## src/rtl/float_pkg.sv

```systemverilog
// Shared E4M3 field layout, fixed-point format and FSM state encoding for the
// E4M3-to-fixed converter.
package float_pkg;

  localparam int E4M3_W        = 8;
  localparam int E4M3_SIGN_POS = 7;
  localparam int E4M3_EXP_LSB  = 3;
  localparam int E4M3_EXP_W    = 4;
  localparam int E4M3_MAN_LSB  = 0;
  localparam int E4M3_MAN_W    = 3;
  localparam int E4M3_BIAS     = 7;

  localparam logic [E4M3_EXP_W-1:0] E4M3_NAN_EXP = 4'hF;
  localparam logic [E4M3_MAN_W-1:0] E4M3_NAN_MAN = 3'h7;

  localparam int FIXED_FRAC = 9;

  localparam int SIG_W = E4M3_MAN_W + 1;
  localparam int CNT_W = 4;
  localparam int MAG_W = 18;

  // {1,man} carries 3 fraction bits, so the fixed-point shift is exp - bias + (9 - 3).
  localparam logic [CNT_W-1:0] SHIFT_ADJ = CNT_W'(FIXED_FRAC - E4M3_MAN_W - E4M3_BIAS);

  typedef enum logic [1:0] {
    ST_IDLE  = 2'd0,
    ST_SHIFT = 2'd1,
    ST_DONE  = 2'd2
  } state_t;

endpackage

```

## src/rtl/e4m3_unpack.sv

```systemverilog
// Combinational E4M3 field decode: sign, significand with hidden bit,
// left-shift amount into the 9-fraction-bit fixed-point grid, and NaN flag.
module e4m3_unpack
  import float_pkg::*;
(
  input  logic [E4M3_W-1:0] i_data,
  output logic              o_sign,
  output logic [SIG_W-1:0]  o_sig,
  output logic [CNT_W-1:0]  o_shift,
  output logic              o_is_nan
);

  logic [E4M3_EXP_W-1:0] w_exp;
  logic [E4M3_MAN_W-1:0] w_man;
  logic                  w_normal;

  assign w_exp    = i_data[E4M3_EXP_LSB +: E4M3_EXP_W];
  assign w_man    = i_data[E4M3_MAN_LSB +: E4M3_MAN_W];
  assign w_normal = (w_exp != '0);

  assign o_sign   = i_data[E4M3_SIGN_POS];
  assign o_sig    = {w_normal, w_man};
  // Subnormals already sit at LSB = 2^-9, so they take no shift.
  assign o_shift  = w_normal ? (w_exp + SHIFT_ADJ) : '0;
  assign o_is_nan = (w_exp == E4M3_NAN_EXP) && (w_man == E4M3_NAN_MAN);

endmodule

```

## src/rtl/float_to_fixed_e4m3.sv

```systemverilog
// E4M3 to two's-complement fixed-point (9 fraction bits), shifting the
// significand one bit per cycle with a valid/ready handshake on each side.
//
// state    | meaning
// ST_IDLE  | waiting for an operand, in_ready = 1
// ST_SHIFT | shifting mag left until cnt reaches 0, then register the result
// ST_DONE  | result presented, held until out_ready
module float_to_fixed_e4m3
  import float_pkg::*;
#(
  parameter int OUT_W = 20
) (
  input  logic             clk,
  input  logic             rst_n,
  input  logic             in_valid,
  output logic             in_ready,
  input  logic [7:0]       in_data,
  output logic             out_valid,
  input  logic             out_ready,
  output logic [OUT_W-1:0] out_data,
  output logic             out_nan
);

  state_t             r_state;
  logic [MAG_W-1:0]   r_mag;
  logic [CNT_W-1:0]   r_cnt;
  logic               r_sign;
  logic               r_nan;
  logic [OUT_W-1:0]   r_out_data;
  logic               r_out_nan;

  logic               w_sign;
  logic [SIG_W-1:0]   w_sig;
  logic [CNT_W-1:0]   w_shift;
  logic               w_nan;
  logic [OUT_W-1:0]   w_mag_ext;
  logic [OUT_W-1:0]   w_result;

  e4m3_unpack u_unpack (
    .i_data   (in_data),
    .o_sign   (w_sign),
    .o_sig    (w_sig),
    .o_shift  (w_shift),
    .o_is_nan (w_nan)
  );

  assign w_mag_ext = {{(OUT_W-MAG_W){1'b0}}, r_mag};
  // Negating zero yields zero, so -0 needs no special case.
  assign w_result  = r_nan ? '0 : (r_sign ? -w_mag_ext : w_mag_ext);

  always_ff @(posedge clk) begin
    if (!rst_n) begin
      r_state    <= ST_IDLE;
      r_mag      <= '0;
      r_cnt      <= '0;
      r_sign     <= 1'b0;
      r_nan      <= 1'b0;
      r_out_data <= '0;
      r_out_nan  <= 1'b0;
    end else begin
      case (r_state)
        ST_IDLE: begin
          if (in_valid) begin
            r_mag   <= {{(MAG_W-SIG_W){1'b0}}, w_sig};
            r_cnt   <= w_shift;
            r_sign  <= w_sign;
            r_nan   <= w_nan;
            r_state <= ST_SHIFT;
          end
        end
        ST_SHIFT: begin
          if (r_cnt != '0) begin
            r_mag <= r_mag << 1;
            r_cnt <= r_cnt - CNT_W'(1);
          end else begin
            r_out_data <= w_result;
            r_out_nan  <= r_nan;
            r_state    <= ST_DONE;
          end
        end
        ST_DONE: begin
          if (out_ready) r_state <= ST_IDLE;
        end
        default: r_state <= ST_IDLE;
      endcase
    end
  end

  assign in_ready  = (r_state == ST_IDLE);
  assign out_valid = (r_state == ST_DONE);
  assign out_data  = r_out_data;
  assign out_nan   = r_out_nan;

endmodule
```

## config.mk

```make
export PLATFORM = sky130hd
export DESIGN_NAME = float_to_fixed_e4m3
export DESIGN_NICKNAME = d
export VERILOG_FILES = /design/src/rtl/float_pkg.sv /design/src/rtl/e4m3_unpack.sv /design/src/rtl/float_to_fixed_e4m3.sv
export SDC_FILE = /design/constraint.sdc
export NUM_CORES = 1
export LEC_CHECK = 0
export CAP_MARGIN = 20
export CORE_MARGIN = 2
export CORE_UTILIZATION = 25
export DETAILED_ROUTE_END_ITERATION = 8
export PLACE_DENSITY = 0.48
export SLEW_MARGIN = 20
export SYNTH_ARGS = -nofsm -noshare
export SYNTH_HDL_FRONTEND = slang
export SYNTH_SLANG_ARGS = --single-unit
```

## constraint.sdc

```tcl
create_clock -name clk -period 1.8 [get_ports clk]
set_input_delay 0.45 -clock clk [delete_from_list [all_inputs] [get_ports clk]]
set_output_delay 0.45 -clock clk [all_outputs]
set_load 0.01 [all_outputs]
```

==> results_dict.tcl, run 1 <==
set metrics [dict create \
    status "finished, final reports clean" \
    period_minus_slack_ns 1.745 \
    dpl_worst_slack_ns -0.08867 \
    yosys_register_bits 47 \
    mappedNetlistArea_um2 2208 \
    path_max_fanout 6 \
    vias 2149 \
    clkTransAtPathRegs_ns 0.09 \
    die_w_um 97.99 \
    fmax_mhz 573.0 \
    coreArea_um2 8636 \
    tightest_slew_ns 0.3590 \
    fp.dieH_um 97.99 \
    vias_per_cell 4.818 \
    clockBufferDepth 2 \
    tritoncts "done" \
    maxSlewHeadroom_pct 75.87 \
    drtPass1Iterations 5 \
    rsz0062_at_grt "yes" \
    antennaDiodeCount 0 \
    rows 34 \
    grt_pass1_vias 2021 \
    r2r_cells 5 \
    worstReg2RegEnd "out_data[13]" \
    power_frac_seq_pct 37.4 \
    gp_congestion 0.7670 \
    area_growth_syn_to_layout_pct 40.57 \
    synth_common_cells "dfxtp_1, nand2_1, a21oi_1" \
    yosysTopAreaCellShare_pct 42.61 \
    min_to "out_data[7]" \
    clockRootBuffer "clkbuf_8" \
    grt_pass1_wl_um 9625 \
    ir_drop_mv 0.3104 \
    yosysWarnings 0 \
    switching_share_pct 31.39 \
    yosys-top-cells-area "dfxtp_1, nand2_1, a21oi_1" \
    ant_nets 0 \
    start_kind "flip-flop" \
    rrSetupSlack_ns 0.05 \
    p_comb_share_pct 33.5 \
    p_leak_nw 1.116 \
    htree_levels 2 \
    ys_seq_area_share_pct 42.61 \
    synth_enable_flop_cells 0 \
    synth_ff_type "dfxtp_1" \
    p_per_area_nw_per_um2 1012 \
    fin_skew_ns 0.008632 \
    clock_sinks 47 \
    start_util_pct 25.57 \
    cts_buffers 5 \
    fillers 907 \
    drt_iter0_markers 90 \
    finalHoldViolCount 0 \
    p_clk_share_pct 29.1 \
    grt_usage_pct 12.15 \
    whs_path_depth 2 \
    arrival_ns 1.95 \
    synthMostInstantiatedCell "dfxtp_1" \
    final.setup.worst_slack_ns 0.05465 \
    grt_max_degree 24 \
    synth_cell_types 41 \
    endpoint_kind "flip-flop" \
    syn_nets 291 \
    gr-total-overflow 0 \
    crit_start "r_mag[0]" \
    maxSlewViolCount 0 \
    worstSkewPairLatency_ns 0.30 \
    ctsHoldBuffers 0 \
    pin_count 35 \
    p_switching_w 0.0009866 \
    antenna_found_initial 0 \
    finalWirelength_um 5775 \
    syn_avg_cell_area_um2 7.972 \
    finalSetupTns_ns 0 \
    drive_above_1_share_pct 20.12 \
    hp-class "flip-flop to flip-flop" \
    worstSetupPathType "flip-flop to flip-flop" \
    hpwlAfterDp_um 4130 \
    required_ns 2.00 \
    reg2reg_from "r_mag[0]" \
    io_buffers 34 \
    setup_violations 0 \
    finalCritPeriodShare_pct 96.96 \
    drcViolationCount 0 \
    hp-start "out_data[7]" \
    synth_top_area_cell "dfxtp_1" \
    p_int_w 0.002156 \
    nets 351 \
    synthCells 277 \
    worst_hold_slack_ns 0.4482 \
    synthArstFlopShare_pct 0 \
    maxCapViolCount 0 \
    die_area_um2 9601 \
    wl_per_cell_um 12.95 \
]
[layout by cell type, fill, tap and decap left out, types with 3 or more instances in the layout]
cell type,n
nand2_1,43
dfxtp_1,43
buf_4,33
clkdlybuf4s50_1,32
a21oi_1,30
nand3_1,20
nor2_1,16
o21ai_1,16
xor2_1,13
inv_1,7
o21ai_0,7
nor3_1,6
clkbuf_8,5
nor4_1,4
buf_6,4
dfxtp_2,4
nor2b_1,3
nand2b_1,3
o31ai_1,3
[worst max path at each step]
stage                   end  depth (start not counted)
6_report       out_data[13]                          5
5_1_grt        out_data[13]                          5
4_1_cts         out_data[5]                          7
3_5_place_dp       r_mag[2]                          6
3_3_place_gp       r_mag[1]                          6
2_1_floorplan  out_data[18]                          7
[power groups by stage]
stage	Sequential (W)	Combinational, W	Clock [W]
after global routing	0.00118	0.00117	0.000995
after global placement	0.00119	0.000921	0
final	0.00117	0.00105	0.000915
after detailed placement	0.00119	0.000926	0
after CTS	0.00117	0.000954	0.000940
after floorplan	0.00120	0.000545	0
[cells by family after synthesis]
| kind of cell | share of synthesized area [%] |
|---|---|
| adders and majority gates | 1.133 |
| DFF | 42.61 |
| muxes | 0.9066 |
| AOI/OAI and AO/OA | 19.60 |
| xor gates and xnor gates | 5.949 |
| buffers and inverters | 4.589 |
| and+or+nand+nor | 25.21 |
[sequential cells by signal (all words and copies together), names as in the netlist]
register  cells
r_mag        18
out_nan       1
out_data     20
r_sign        1
r_nan         1
r_cnt         4
r_state       2
[through the flow]
step           util (%)  power, W  std cells  area (um^2)
3_3_place_gp      33.18  0.002109        434         2865
6_report          35.95  0.003143        446         3104
5_1_grt           35.95  0.003352        446         3104
3_5_place_dp      33.18  0.002115        434         2865
2_1_floorplan         -  0.001742        277         2213
4_1_cts           35.00  0.003067        442         3023
[worst max-delay path, cell delays in order, from the launching register on]
cell	delay, ns
dfxtp_1	0.35
or4_4	0.56
nand2b_4	0.20
o31ai_1	0.28
xor2_1	0.18
o21ai_1	0.07
[timing repair]
| item | in CTS | in global routing |
|---|---|---|
| setup endpoints to repair | 20 | 34 |
| buffers inserted | 0 | 2 |
| pin swaps | 0 | 6 |
| resized for setup | 8 | 18 |
| cloned | 0 | 2 |
[area by class of cell]
class	instances	area, um^2	share of cell area [%]
Clock buffer	6	72.57	2.338
Tap cell	108	135.1	4.353
Timing Repair Buffer	71	630.6	20.31
Multi-Input combinational cell	204	1230	39.62
Sequential cell	47	945.9	30.47
Clock inverter	2	60.06	1.935
Inverter	8	30.03	0.9674
[routing by layer]
layer,GRT usage [%],wire [um],vias to the layer above
met1,16.01,2838,1001
met5,0,0,-
met3,2.649,224,6
li1,-,-,1094
met4,4.167,86,0
met2,19.70,2625,48
(Power assumes the default switching activity.)
==> run 2, diff against run 1 <==
- CORE_UTILIZATION: 25 -> 48
- PLACE_DENSITY: 0.48 -> 0.78
==> run 2 against run 1 <==
Total power fell by 11%. Die area fell by 46%. Sequential share of layout area rose by 1.7 points. Combinational power fell by 5%. Worst setup slack got worse by 0.023 ns. Count of clock-buffer cells in the layout did not move. Sequential cell count did not move. Final cell count fell by 13%. Worst hold slack got worse by 0.0022 ns. Global-route usage rose by 8.9 points. Critical path type unchanged. Sequential power barely moved. Final area fell by 5.3%.
==> results_dict.tcl, run 2 (synthesized netlist as in run 1, its figures left out) <==
set metrics [dict create \
    cts_buffers 5 \
    clkTransAtPathRegs_ns 0.09 \
    ctsHoldBuffers 0 \
    maxSlewViolCount 0 \
    fp.dieH_um 71.83 \
    whs_path_depth 2 \
    ff_latch_area_um2 947.2 \
    finalHoldViolCount 0 \
    drive_above_1_share_pct 18.21 \
    clockRootBuffer "clkbuf_8" \
    rows 24 \
    fin_skew_ns 0.006686 \
    finalWirelength_um 5212 \
    mostFrequentLayoutCells "nand2_1, dfxtp_1, clkdlybuf4s50_1, buf_4, a21oi_1" \
    path_cells "or4_4 -> or3_4 -> o31ai_4 -> xor2_1 -> o21ai_1" \
    io_buffers 34 \
    hp-start "out_data[7]" \
    slowest_stage "or4_4" \
    nets 348 \
    min_to "out_data[7]" \
    pin_count 35 \
    drtPass1Iterations 4 \
    rsz0062_at_grt "yes" \
    hp-class "flip-flop to flip-flop" \
    crit_family "simple AND/OR/NAND/NOR gates" \
    antenna_found_initial 0 \
    vias 2144 \
    die_area_um2 5160 \
    worstSetupPathType "flip-flop to flip-flop" \
    required_ns 2.00 \
    tightest_slew_ns 0.4176 \
    cp_slowest_stage_delay_ns 0.55 \
    wl_per_cell_um 13.47 \
    clock_sinks 47 \
    final_common_cell "nand2_1" \
    period_minus_slack_ns 1.768 \
    start_util_pct 50.37 \
    gp_congestion 0.8527 \
    grt_usage_pct 21.08 \
    clockBufferDepth 2 \
    grt_pass1_vias 1867 \
    rrSetupSlack_ns 0.03 \
    hpwlAfterDp_um 3758 \
    ant_nets 0 \
    area_growth_syn_to_layout_pct 33.14 \
    reg2reg_from "r_mag[10]" \
    antennaDiodeCount 0 \
    path_buf_inv 0 \
    r2r_cells 5 \
    endpoint_kind "flip-flop" \
    status "finished, final reports clean" \
    arrival_ns 1.97 \
    vias_per_cell 5.540 \
    worstSkewPairLatency_ns 0.30 \
    gr-total-overflow 0 \
    die_w_um 71.83 \
    setup_violations 0 \
    finalCritPeriodShare_pct 98.22 \
    maxCapViolCount 0 \
    path_max_fanout 4 \
    grt_pass1_wl_um 8714 \
    drcViolationCount 0 \
    ir_drop_mv 0.4619 \
    multiInputGateArea_um2 1204 \
    fillers 369 \
    start_kind "flip-flop" \
    drt_iter0_markers 114 \
    p_leak_nw 1.073 \
    power_w 0.002805 \
    final_util_pct 67.07 \
    largest_register_ffs 20 \
    grt_max_degree 24 \
    tritoncts "done" \
    worstReg2RegEnd "out_data[15]" \
    htree_levels 2 \
    p_per_area_nw_per_um2 954.0 \
    maxSlewHeadroom_pct 71.79 \
    coreArea_um2 4384 \
    fmax_mhz 565.6 \
]
## run 2: changes by cell type in the layout (fill, tap and decap cells not counted), sizes merged
cell | before | now
buf | 37 | 34
bufinv | 2 | 0
clkinv | 0 | 1
clkinvlp | 0 | 1
## run 2: what timing repair did
action	in CTS	in global routing
gates resized for setup	5	10
endpoints found under the setup margin	7	21
pin swaps	0	2
buffers inserted	0	3
## run 2: cell type report
class	count	share of cell area, %
repair buffers	68	20.72
multi-input cells	204	40.94
clock buffers	6	2.468
inverters	8	1.021
clock inverters	2	0.4255
well taps	52	2.213
flip-flops and latches	47	32.21
## run 2: power by group
group	switching, W	internal [W]
Sequential	0.0000685	0.00111
Combinational	0.000527	0.000475
Clock	0.000351	0.000272
Total	0.000946	0.00186
## run 2: per-stage QoR
stage / instances / worst slack (ns) / area [um^2] / setup TNS, ns / hold WS [ns]
finish: 387 / 0.03209 / 2940 / 0 / 0.4460
global route: 387 / -0.1063 / 2940 / -0.9000 / 0.4696
CTS: 384 / 0.009088 / 2885 / 0 / 0.4510
detailed placement: 376 / -0.1308 / 2793 / -1.306 / 0.4389
global placement: 376 / -0.04771 / 2793 / -0.5115 / 0.4371
floorplan: 277 / 0.04753 / 2213 / 0 / 0.4480
## run 2: worst max path at each step
stage / to / slack (ns) / depth (start not counted) / start
final: out_data[15] / 0.03 / 5 / r_mag[10]
after detailed placement: r_mag[2] / -0.13 / 6 / in_valid
after floorplan: out_data[18] / 0.05 / 7 / r_cnt[0]
after CTS: out_data[5] / 0.009 / 7 / r_cnt[0]
after global placement: r_mag[2] / -0.05 / 6 / in_valid
after global routing: out_data[18] / -0.11 / 7 / r_cnt[0]
## run 2: worst min-delay path: cells and delay by family (launching register included)
kind	cells	cell delay, ns
AOI/OAI and AO/OA	1	0.05
DFF	1	0.32
and+or+nand+nor	1	0.05
## run 2: metal layers
metal	GRT usage [%]	wire length, um
met3	4.219	217
met4	5.660	52
met1	28.24	2416
met5	0	0
met2	34.77	2526
